**config.mk**
```make
export PLATFORM = sky130hd
export DESIGN_NAME = fp32_to_int32_conv
export DESIGN_NICKNAME = d
export VERILOG_FILES = /design/src/rtl/fp32_pkg.sv /design/src/rtl/fp32_int_grs_round.sv /design/src/rtl/fp32_to_int32_conv.sv
export SDC_FILE = /design/constraint.sdc
export NUM_CORES = 1
export LEC_CHECK = 0
export CAP_MARGIN = 10
export CORE_MARGIN = 10
export CORE_UTILIZATION = 30
export CTS_CLUSTER_DIAMETER = 150
export DETAILED_ROUTE_END_ITERATION = 6
export PLACE_DENSITY = 0.45
export SLEW_MARGIN = 20
export SYNTH_ARGS = -nofsm -noshare
export SYNTH_HDL_FRONTEND = slang
export SYNTH_HIERARCHICAL = 1
export SYNTH_SLANG_ARGS = --single-unit
```
**constraint.sdc**
```tcl
create_clock -name clk -period 4 [get_ports clk]
set_clock_uncertainty 0.15 [all_clocks]
set_input_delay 0.6 -clock clk [delete_from_list [all_inputs] [get_ports clk]]
set_output_delay 0.6 -clock clk [all_outputs]
set_load 0.05 [all_outputs]
```
**src/rtl/fp32_pkg.sv**
```systemverilog
// Shared FP32 / INT32 definitions for the FP32-to-INT32 converter.
// Contents: FP32 field layout, bias and limits, converter FSM state
// encoding and the out_flags bit positions.
package fp32_pkg;

    typedef struct packed {
        logic        sign;
        logic [7:0]  exp;
        logic [22:0] man;
    } fp32_t;

    localparam int          FP32_BIAS    = 127;
    localparam logic [7:0]  FP32_EXP_MAX = 8'd255;

    localparam logic [31:0] INT32_MAX = 32'h7FFF_FFFF;
    localparam logic [31:0] INT32_MIN = 32'h8000_0000;

    typedef enum logic [2:0] {
        ST_IDLE  = 3'd0,
        ST_ALIGN = 3'd1,
        ST_ROUND = 3'd2,
        ST_SIGN  = 3'd3,
        ST_DONE  = 3'd4
    } conv_state_e;

    localparam int FLAG_INVALID  = 2;
    localparam int FLAG_OVERFLOW = 1;
    localparam int FLAG_INEXACT  = 0;

endpackage

```
**src/rtl/fp32_int_grs_round.sv**
```systemverilog
// Combinational rounding stage of the FP32-to-INT32 converter.
// Config macro: FP2INT_RNE_EN -- defined: round-to-nearest-even;
//                                undefined: round toward zero (no increment).
// Ports:
//   i_mag      unsigned integer magnitude before rounding
//   i_g/i_r/i_s guard, round, sticky bits below the integer lsb
//   o_mag      rounded magnitude (one extra bit so a carry-out is visible)
//   o_inexact  any discarded fraction bit was set
module fp32_int_grs_round (
    input  logic [31:0] i_mag,
    input  logic        i_g,
    input  logic        i_r,
    input  logic        i_s,
    output logic [32:0] o_mag,
    output logic        o_inexact
);

    logic w_inc;

`ifdef FP2INT_RNE_EN
    // Round up above half, or exactly half when the lsb is odd.
    assign w_inc = i_g & (i_r | i_s | i_mag[0]);
`else
    assign w_inc = 1'b0;
`endif

    assign o_mag     = {1'b0, i_mag} + {32'd0, w_inc};
    assign o_inexact = i_g | i_r | i_s;

endmodule

```
**src/rtl/fp32_to_int32_conv.sv**
```systemverilog
// Multi-cycle FP32 -> signed INT32 converter with valid/ready on both sides.
// Config macro: FP2INT_RNE_EN (selects rounding mode in fp32_int_grs_round).
// Ports:
//   clk, rst_n          clock, asynchronous active-low reset
//   in_valid/in_ready   operand handshake; in_ready is high only in IDLE
//   in_data             FP32 operand {sign, exp, man}
//   out_valid/out_ready result handshake; result held until taken
//   out_data            signed integer result
//   out_flags           [2] invalid, [1] overflow, [0] inexact
//
// state | meaning
// IDLE  | waiting for an operand, in_ready=1
// ALIGN | classify operand, de-normalize, capture G/R/S
// ROUND | apply rounding, recheck overflow
// SIGN  | apply sign / saturation, register result and flags
// DONE  | out_valid=1 until out_ready
module fp32_to_int32_conv
    import fp32_pkg::*;
(
    input  logic        clk,
    input  logic        rst_n,
    input  logic        in_valid,
    output logic        in_ready,
    input  logic [31:0] in_data,
    output logic        out_valid,
    input  logic        out_ready,
    output logic [31:0] out_data,
    output logic [2:0]  out_flags
);

    conv_state_e r_state;
    conv_state_e w_next;

    fp32_t       r_op;
    logic [31:0] r_mag;
    logic        r_g;
    logic        r_r;
    logic        r_s;
    logic        r_inv;
    logic        r_ovf;
    logic        r_inx;
    logic [31:0] r_out_data;
    logic [2:0]  r_out_flags;

    // Align-stage combinational signals
    logic [23:0]       w_sig;
    logic signed [8:0] w_e;
    logic signed [8:0] w_rsh_full;
    logic [4:0]        w_rsh;
    logic [2:0]        w_lsh;
    logic [49:0]       w_ext;
    logic [31:0]       w_a_mag;
    logic              w_a_g;
    logic              w_a_r;
    logic              w_a_s;
    logic              w_a_inv;
    logic              w_a_ovf;
    logic              w_a_inx;

    // Round-stage signals
    logic [32:0] w_rnd_mag;
    logic        w_rnd_inx;
    logic        w_rnd_ovf;

    // Sign-stage signals
    logic [31:0] w_res;
    logic [2:0]  w_flags;

    always_ff @(posedge clk or negedge rst_n) begin
        if (!rst_n) begin
            r_state <= ST_IDLE;
        end else begin
            r_state <= w_next;
        end
    end

    always_comb begin
        w_next = r_state;
        case (r_state)
            ST_IDLE:  if (in_valid) w_next = ST_ALIGN;
            ST_ALIGN: w_next = ST_ROUND;
            ST_ROUND: w_next = ST_SIGN;
            ST_SIGN:  w_next = ST_DONE;
            ST_DONE:  if (out_ready) w_next = ST_IDLE;
            default:  w_next = ST_IDLE;
        endcase
    end

    assign in_ready  = (r_state == ST_IDLE);
    assign out_valid = (r_state == ST_DONE);
    assign out_data  = r_out_data;
    assign out_flags = r_out_flags;

    always_comb begin
        w_sig      = {1'b1, r_op.man};
        w_e        = $signed({1'b0, r_op.exp}) - 9'(FP32_BIAS);
        w_lsh      = 3'(w_e - 9'sd23);
        w_rsh_full = 9'sd23 - w_e;
        // Beyond 26 the whole significand already sits below the sticky bit.
        w_rsh      = (w_rsh_full > 9'sd26) ? 5'd26 : w_rsh_full[4:0];
        // Significand with 26 fraction bits: [49:26] integer, [25] G, [24] R.
        w_ext      = {w_sig, 26'd0} >> w_rsh;

        w_a_mag = 32'd0;
        w_a_g   = 1'b0;
        w_a_r   = 1'b0;
        w_a_s   = 1'b0;
        w_a_inv = 1'b0;
        w_a_ovf = 1'b0;
        w_a_inx = 1'b0;

        if (r_op.exp == FP32_EXP_MAX) begin
            if (r_op.man != 23'd0) w_a_inv = 1'b1;
            else                   w_a_ovf = 1'b1;
        end else if (r_op.exp == 8'd0) begin
            // Zero/denormal: result is zero, never rounded up.
            w_a_inx = (r_op.man != 23'd0);
        end else if (w_e >= 9'sd31) begin
            // -2^31 is the only representable value with E=31.
            if (r_op.sign && (w_e == 9'sd31) && (r_op.man == 23'd0)) begin
                w_a_mag = INT32_MIN;
            end else begin
                w_a_ovf = 1'b1;
            end
        end else if (w_e >= 9'sd23) begin
            w_a_mag = {8'd0, w_sig} << w_lsh;
        end else begin
            w_a_mag = {8'd0, w_ext[49:26]};
            w_a_g   = w_ext[25];
            w_a_r   = w_ext[24];
            w_a_s   = |w_ext[23:0];
        end
    end

    fp32_int_grs_round u_round (
        .i_mag     (r_mag),
        .i_g       (r_g),
        .i_r       (r_r),
        .i_s       (r_s),
        .o_mag     (w_rnd_mag),
        .o_inexact (w_rnd_inx)
    );

    assign w_rnd_ovf = r_op.sign ? (w_rnd_mag > {1'b0, INT32_MIN})
                                 : (w_rnd_mag > {1'b0, INT32_MAX});

    always_comb begin
        w_res   = r_mag;
        w_flags = 3'b000;
        if (r_inv) begin
            w_res                 = INT32_MAX;
            w_flags[FLAG_INVALID] = 1'b1;
        end else if (r_ovf) begin
            w_res                  = r_op.sign ? INT32_MIN : INT32_MAX;
            w_flags[FLAG_OVERFLOW] = 1'b1;
        end else begin
            w_res                 = r_op.sign ? (~r_mag + 32'd1) : r_mag;
            w_flags[FLAG_INEXACT] = r_inx;
        end
    end

    always_ff @(posedge clk or negedge rst_n) begin
        if (!rst_n) begin
            r_op        <= '0;
            r_mag       <= 32'd0;
            r_g         <= 1'b0;
            r_r         <= 1'b0;
            r_s         <= 1'b0;
            r_inv       <= 1'b0;
            r_ovf       <= 1'b0;
            r_inx       <= 1'b0;
            r_out_data  <= 32'd0;
            r_out_flags <= 3'b000;
        end else begin
            case (r_state)
                ST_IDLE: begin
                    if (in_valid) r_op <= fp32_t'(in_data);
                end
                ST_ALIGN: begin
                    r_mag <= w_a_mag;
                    r_g   <= w_a_g;
                    r_r   <= w_a_r;
                    r_s   <= w_a_s;
                    r_inv <= w_a_inv;
                    r_ovf <= w_a_ovf;
                    r_inx <= w_a_inx;
                end
                ST_ROUND: begin
                    r_mag <= w_rnd_mag[31:0];
                    r_inx <= r_inx | w_rnd_inx;
                    r_ovf <= r_ovf | w_rnd_ovf;
                end
                ST_SIGN: begin
                    r_out_data  <= w_res;
                    r_out_flags <= w_flags;
                end
                default: ;
            endcase
        end
    end

endmodule

```
=== Yosys cells after proc, flatten, opt, wreduce, memory -nomap -nowiden ===
Index checks and enable logic that the tools add are counted.

* Flip-flop bits (word level): 108
* Latch bits: 0
* Memory bits (writable): 0
* Bits in read-only memories: 0
* Input port bits: 36
* Output and inout bits: 37
* Word-level logic and storage cells: 88
* Memories: 0

* Add/sub/neg operators: 4
* Multiply operators: 0
* Div/mod/pow operators: 0
* $lt $le $gt $ge: 5
* Eq/ne operators: 8
* Shifts and indexed selects: 2
* Mux-type cells: 41
* Bitwise logic cells: 5
* Reduce and logical (&&, ||, !) cells: 10

{| class="wikitable"
|+ Operator list
! kind !! number
|-
| 32-bit 2-to-1 mux || 9
|-
| 50-bit by 5-bit >> shifter with 50-bit output || 1
|-
| 32-bit by 1-bit adder with 32-bit output, second input constant || 1
|-
| 32-bit by 31-bit > comparator with 1-bit output, second input constant || 1
|-
| 32-bit > comparator, second input constant || 1
|-
| 32-bit NOT || 1
|-
| 24-bit by 3-bit left shift with 32-bit output || 1
|-
| 1-bit 2-to-1 mux || 25
|-
| 24-bit OR reduction || 1
|-
| 23-bit logical NOT || 1
|-
| 23-bit nonzero test || 1
|-
| 9-bit by 6-bit >= comparator with 1-bit output, second input constant || 2
|-
| 3-bit one-hot mux with 5 select lines || 1
|-
| 9-bit by 6-bit equality test with 1-bit output, second input constant || 1
|-
| 9-bit by 6-bit > comparator with 1-bit output, second input constant || 1
|-
| 6-bit by 9-bit subtractor with 9-bit output, first input constant || 1
|-
| 8-bit by 7-bit subtractor with 9-bit output, second input constant || 1
|-
| 8-bit equality test, second input constant || 1
|-
| 8-bit logical NOT || 1
|-
| 3-bit by 2-bit equality test with 1-bit output, second input constant || 2
|-
| 3-bit 2-to-1 mux || 2
|-
| 5-bit 2-to-1 mux || 1
|-
| 1-bit OR || 4
|-
| 1-bit one-hot mux with 2 select lines || 2
|-
| 10 further kinds || 12
|}

=== Logic depth before layout (Yosys ltp) ===
* Depth after elaboration: 10
* Depth in mapped cells: 19
* Mapped depth without buffers: 16

=== Hierarchy ===
Netlist, hierarchy kept.

{| class="wikitable"
|+ Modules (own cells, without submodules)
! module !! instances !! cells an instance !! area each (um^2) !! seq. area each (um^2)
|-
| fp32_to_int32_conv || 1 || 1041 || 8704.6 || 2702.6
|-
| fp32_int_grs_round || 1 || 35 || 257.7 || 0.0
|}

=== Worst setup path before layout ===
No wires, ideal clock.

* Kind: register to register
* Start point: register r_op[24] (netlist bit)
* End point: register r_s
* Setup time: 128 ps
* Data arrival time: 3741 ps
* Required time: 3722 ps
* Setup slack: -18 ps
* Cell stages (with the launch flop): 17
* Path buffers: 1
* Clock period less this slack: 4018 ps
* Cells stage by stage: dfrtp_1 ha_1 nand2_1 xnor2_1 ha_1 xor2_1 o32a_1 a21boi_1 a32oi_1 buf_4 a21oi_1 a221oi_2 mux2i_1 or4_1 a22o_1 a22oi_1 o21ai_1

* Word-level cells in the longest chain between the ends: 10
* Elaborated cells on any way between the ends: 14
* Those cells by class: 2 x add/sub; 3 x order compare; 1 x eq/ne; 1 x shift; 5 x mux; 2 x reduce/logical

{| class="wikitable"
|+ RTL lines
! element !! RTL line !! source
|-
| from (decl) || fp32_to_int32_conv.sv:34 || <nowiki>fp32_t r_op;</nowiki>
|-
| from (signal assigned) || fp32_to_int32_conv.sv:177 || <nowiki>if (in_valid) r_op <= fp32_t'(in_data);</nowiki>
|-
| 8-bit by 7-bit subtractor with 9-bit output || fp32_to_int32_conv.sv:96 || <nowiki>w_e = $signed({1'b0, r_op.exp}) - 9'(FP32_BIAS);</nowiki>
|-
| 6-bit by 9-bit subtractor with 9-bit output || fp32_to_int32_conv.sv:98 || <nowiki>w_rsh_full = 9'sd23 - w_e;</nowiki>
|-
| 9-bit by 6-bit > comparator with 1-bit output || fp32_to_int32_conv.sv:100 || <nowiki>w_rsh = (w_rsh_full > 9'sd26) ? 5'd26 : w_rsh_full[4:0];</nowiki>
|-
| 5-bit 2-to-1 mux || fp32_to_int32_conv.sv:100 ||
|-
| 50-bit by 5-bit >> shifter with 50-bit output || fp32_to_int32_conv.sv:102 || <nowiki>w_ext = {w_sig, 26'd0} >> w_rsh;</nowiki>
|-
| 24-bit OR reduction || fp32_to_int32_conv.sv:131 || <nowiki>w_a_s = |w_ext[23:0];</nowiki>
|-
| 1-bit 2-to-1 mux || fp32_to_int32_conv.sv:125 || <nowiki>end else if (w_e >= 9'sd23) begin</nowiki>
|-
| 1-bit 2-to-1 mux || fp32_to_int32_conv.sv:118 || <nowiki>end else if (w_e >= 9'sd31) begin</nowiki>
|-
| 1-bit 2-to-1 mux || fp32_to_int32_conv.sv:115 || <nowiki>end else if (r_op.exp == 8'd0) begin</nowiki>
|-
| 1-bit 2-to-1 mux * || fp32_to_int32_conv.sv:112 || <nowiki>if (r_op.exp == FP32_EXP_MAX) begin</nowiki>
|-
| to (signal assigned) || fp32_to_int32_conv.sv:183 || <nowiki>r_s <= w_a_s;</nowiki>
|-
| to (decl) || fp32_to_int32_conv.sv:38 || <nowiki>logic r_s;</nowiki>
|}

Mark *: on every way between the ends. The rest lies on a longest branch, timed or not.
A chain may end at the register's enable or synchronous reset.

=== Final worst setup path ===
Same ends and word-level chain as after synthesis.

==> reports/metrics.cfg <==
[synth]
synth-seq-area-share_pct = 30.2
yosys_warnings = 6
synth-edff-count = 0
synth_top_area_share_pct = 30.2
mappedNetlistArea_sq_um = 8960
yosys.area.top_type = dfrtp_1
avgSynthCellArea_sq_um = 8.33
synthesis.nets = 1121
ys_async_sr_fraction_pct = 100
ys.flop_type = dfrtp_1
ys_types = 91
syn_inst = 1076
synth-seq-cells = 108
synthTopCellsByArea = dfrtp_1 30%, o21ai_0 6.7%, nand2_1 4.7%

[detailed_routing]
route.antenna.remaining_nets = 0
drt_iter0_drc = 751
drc_errors = 0
drt_first_pass_iters = 5
vias = 8733
drt-total-wl_mm = 33.4
wire_per_inst_um = 21.1
via_per_inst = 5.52

[worst_setup_path]
path_class = register to register
cp_slowest_cell = dfrtp_1
critPathMaxStageDelay_ps = 430
cp_max_fo = 6
critPathCaptureType = register
crit_path_cell_trace = ha_4, and2_4, nand2_4, xnor2_4, buf_4, ha_2, o21ai_2, buf_4, buf_4, a32oi_2, buf_6, buf_6, buf_4, a211oi_2, a2111oi_4, mux2i_1, nand2b_4, a211o_1, nor4_2, o21ai_1
cp.required_ps = 4100
path_buf_inv = 6
critical-path-top-delay-family = compound AO/OA/AOI/OAI gates
arrival_ps = 4050
cp-start-kind = register
critPathMostFrequentCell = buf_4

[finish]
area.growth.synth_to_final_pct = 28.0
finalNetCount = 1232
final_cell_mix = 132 x buf_4, 114 x o21ai_0, 108 x nand2_1
antennaDiodeCount = 0
final_common_cell = buf_4
drive_above_1_share_pct = 24.3

[global_routing]
track_usage_pct = 17.9
grt_pass1_wl_mm = 52.1
antenna_found_initial = 0
grt_max_degree = 62
grt_pass1_vias = 8457
grt-ovfl-total = 0

[timing]
relSlewSlack_pct = 33.1
final.period_utilization_pct = 98.8
rsz0062_at_grt = yes
tightestPinTransition_ps = 1000
fmax_mhz = 253
final_hold_viol_count = 0
drv_slew = 0
period_minus_slack_ps = 3950
hold_slack_ps = 124
setup_viol = 0

[floorplan]
io_pins = 73
start_util_pct = 30.3
core.rowCount = 63
die_h_um = 193
coreArea_sq_um = 29600
fp.dieW_um = 193
die_area_sq_um = 37200

[placed_design]
place_congestion = 0.971
hpwl_mm = 25.9
io_buffers = 72

[clocking]
ctsHtreeMaxLevel = 3
clk_pin_slew_ps = 90
tritoncts = yes
clock_sinks = 108
cts_root_buffer = clkbuf_16
cts_made_buffers = 9
cts_buffer_depth = 2
clk_latency_ps = 370

[run]
maxCapViolCount = 0

[outcome]
status = complete, no violations

[worst_hold_path]
hold_class = input pin to asynchronous set/reset pin

[Yosys cell counts (15+ instances only)]
| master | number |
|---|---|
| a21oi_1 | 49 |
| o21ai_0 | 120 |
| inv_1 | 35 |
| nor2_1 | 58 |
| nand4_1 | 16 |
| nand3_1 | 18 |
| buf_4 | 40 |
| o21a_1 | 37 |
| a22oi_1 | 28 |
| dfrtp_1 | 108 |
| nor4_1 | 18 |
| nor3_1 | 25 |
| nand2_1 | 112 |
| o22ai_1 | 15 |
| xor2_1 | 30 |
| mux2i_1 | 29 |
| mux2_2 | 29 |
| clkbuf_1 | 62 |
[worst paths after layout]
kind,from,cells after the start,end,slack [ps]
min,rst_n,1,r_state[2]$_DFFE_PN0P_,120
min in group clk,out_flags[1]$_DFFE_PN0P_,2,out_flags[1]$_DFFE_PN0P_,320
min reg2reg,out_flags[1]$_DFFE_PN0P_,2,out_flags[1]$_DFFE_PN0P_,320
max in group asynchronous,rst_n,2,r_mag[16]$_DFFE_PN0N_,2800
max reg2reg,r_op[24]$_DFFE_PN0P_,20,r_s$_DFFE_PN0P_,50
max,r_op[24]$_DFFE_PN0P_,20,r_s$_DFFE_PN0P_,50
[final cells by class]
| type | count | area (sq um) |
|---|---|---|
| Clock inverter | 7 | 91.3 |
| Fill cell | 3134 | 18100 |
| Sequential cell | 108 | 2710 |
| Inverter | 35 | 131 |
| Timing Repair Buffer | 216 | 1890 |
| Multi-Input combinational cell | 817 | 5940 |
| Tap cell | 390 | 488 |
| Clock buffer | 9 | 225 |
[state kept, by name, summed over array words and instances (netlist names)]
name,flops
r_s,1
r_g,1
r_op,32
r_inx,1
r_mag,32
r_inv,1
r_ovf,1
out_flags,3
r_r,1
r_state,3
out_data,32
[routing by layer]
layer / track usage (%) / up-vias / part of all wire [%]
met5: 0 / - / 0
met4: 3.94 / 0 / 1.5
met3: 2.71 / 32 / 5.0
met2: 29.0 / 225 / 47
met1: 24.5 / 4256 / 47
li1: - / 4220 / -
[kinds of logic (layout without fill, tap and decap cells)]
group | Yosys count | in the layout | share of synthesized area, %
buffers and inverters | 151 | 267 | 8.28
DFF | 108 | 108 | 30.2
adders and majority gates | 9 | 9 | 1.26
xor gates and xnor gates | 35 | 35 | 3.42
other | 1 | 1 | 0.0418
and+or+nand+nor | 321 | 321 | 18.2
muxes | 67 | 67 | 9.02
AOI/OAI and AO/OA | 384 | 384 | 29.7
[through the flow]
step           util [%]  std cells  instance area (sq um)  setup slack, ps  TNS [ps]
2_1_floorplan         -       1076                   8980             26.2         0
3_3_place_gp       35.7       1546                  10600             -169      -920
3_5_place_dp       35.7       1546                  10600             -239     -2030
4_1_cts            37.4       1567                  11100             3.63         0
5_1_grt            38.8       1582                  11500            -75.4      -381
6_report           38.8       1582                  11500             48.1         0
[timing repair]
item | 4_1_cts | 5_1_grt
cloned | 0 | 1
setup endpoints to repair | 20 | 23
resized for setup | 32 | 55
pin swaps | 14 | 34
setup buffers | 5 | 14
hold buffers | 0 | 0
Power is not shown: default switching activity piles up to over one toggle a cycle in this logic, so the estimate is an artifact.
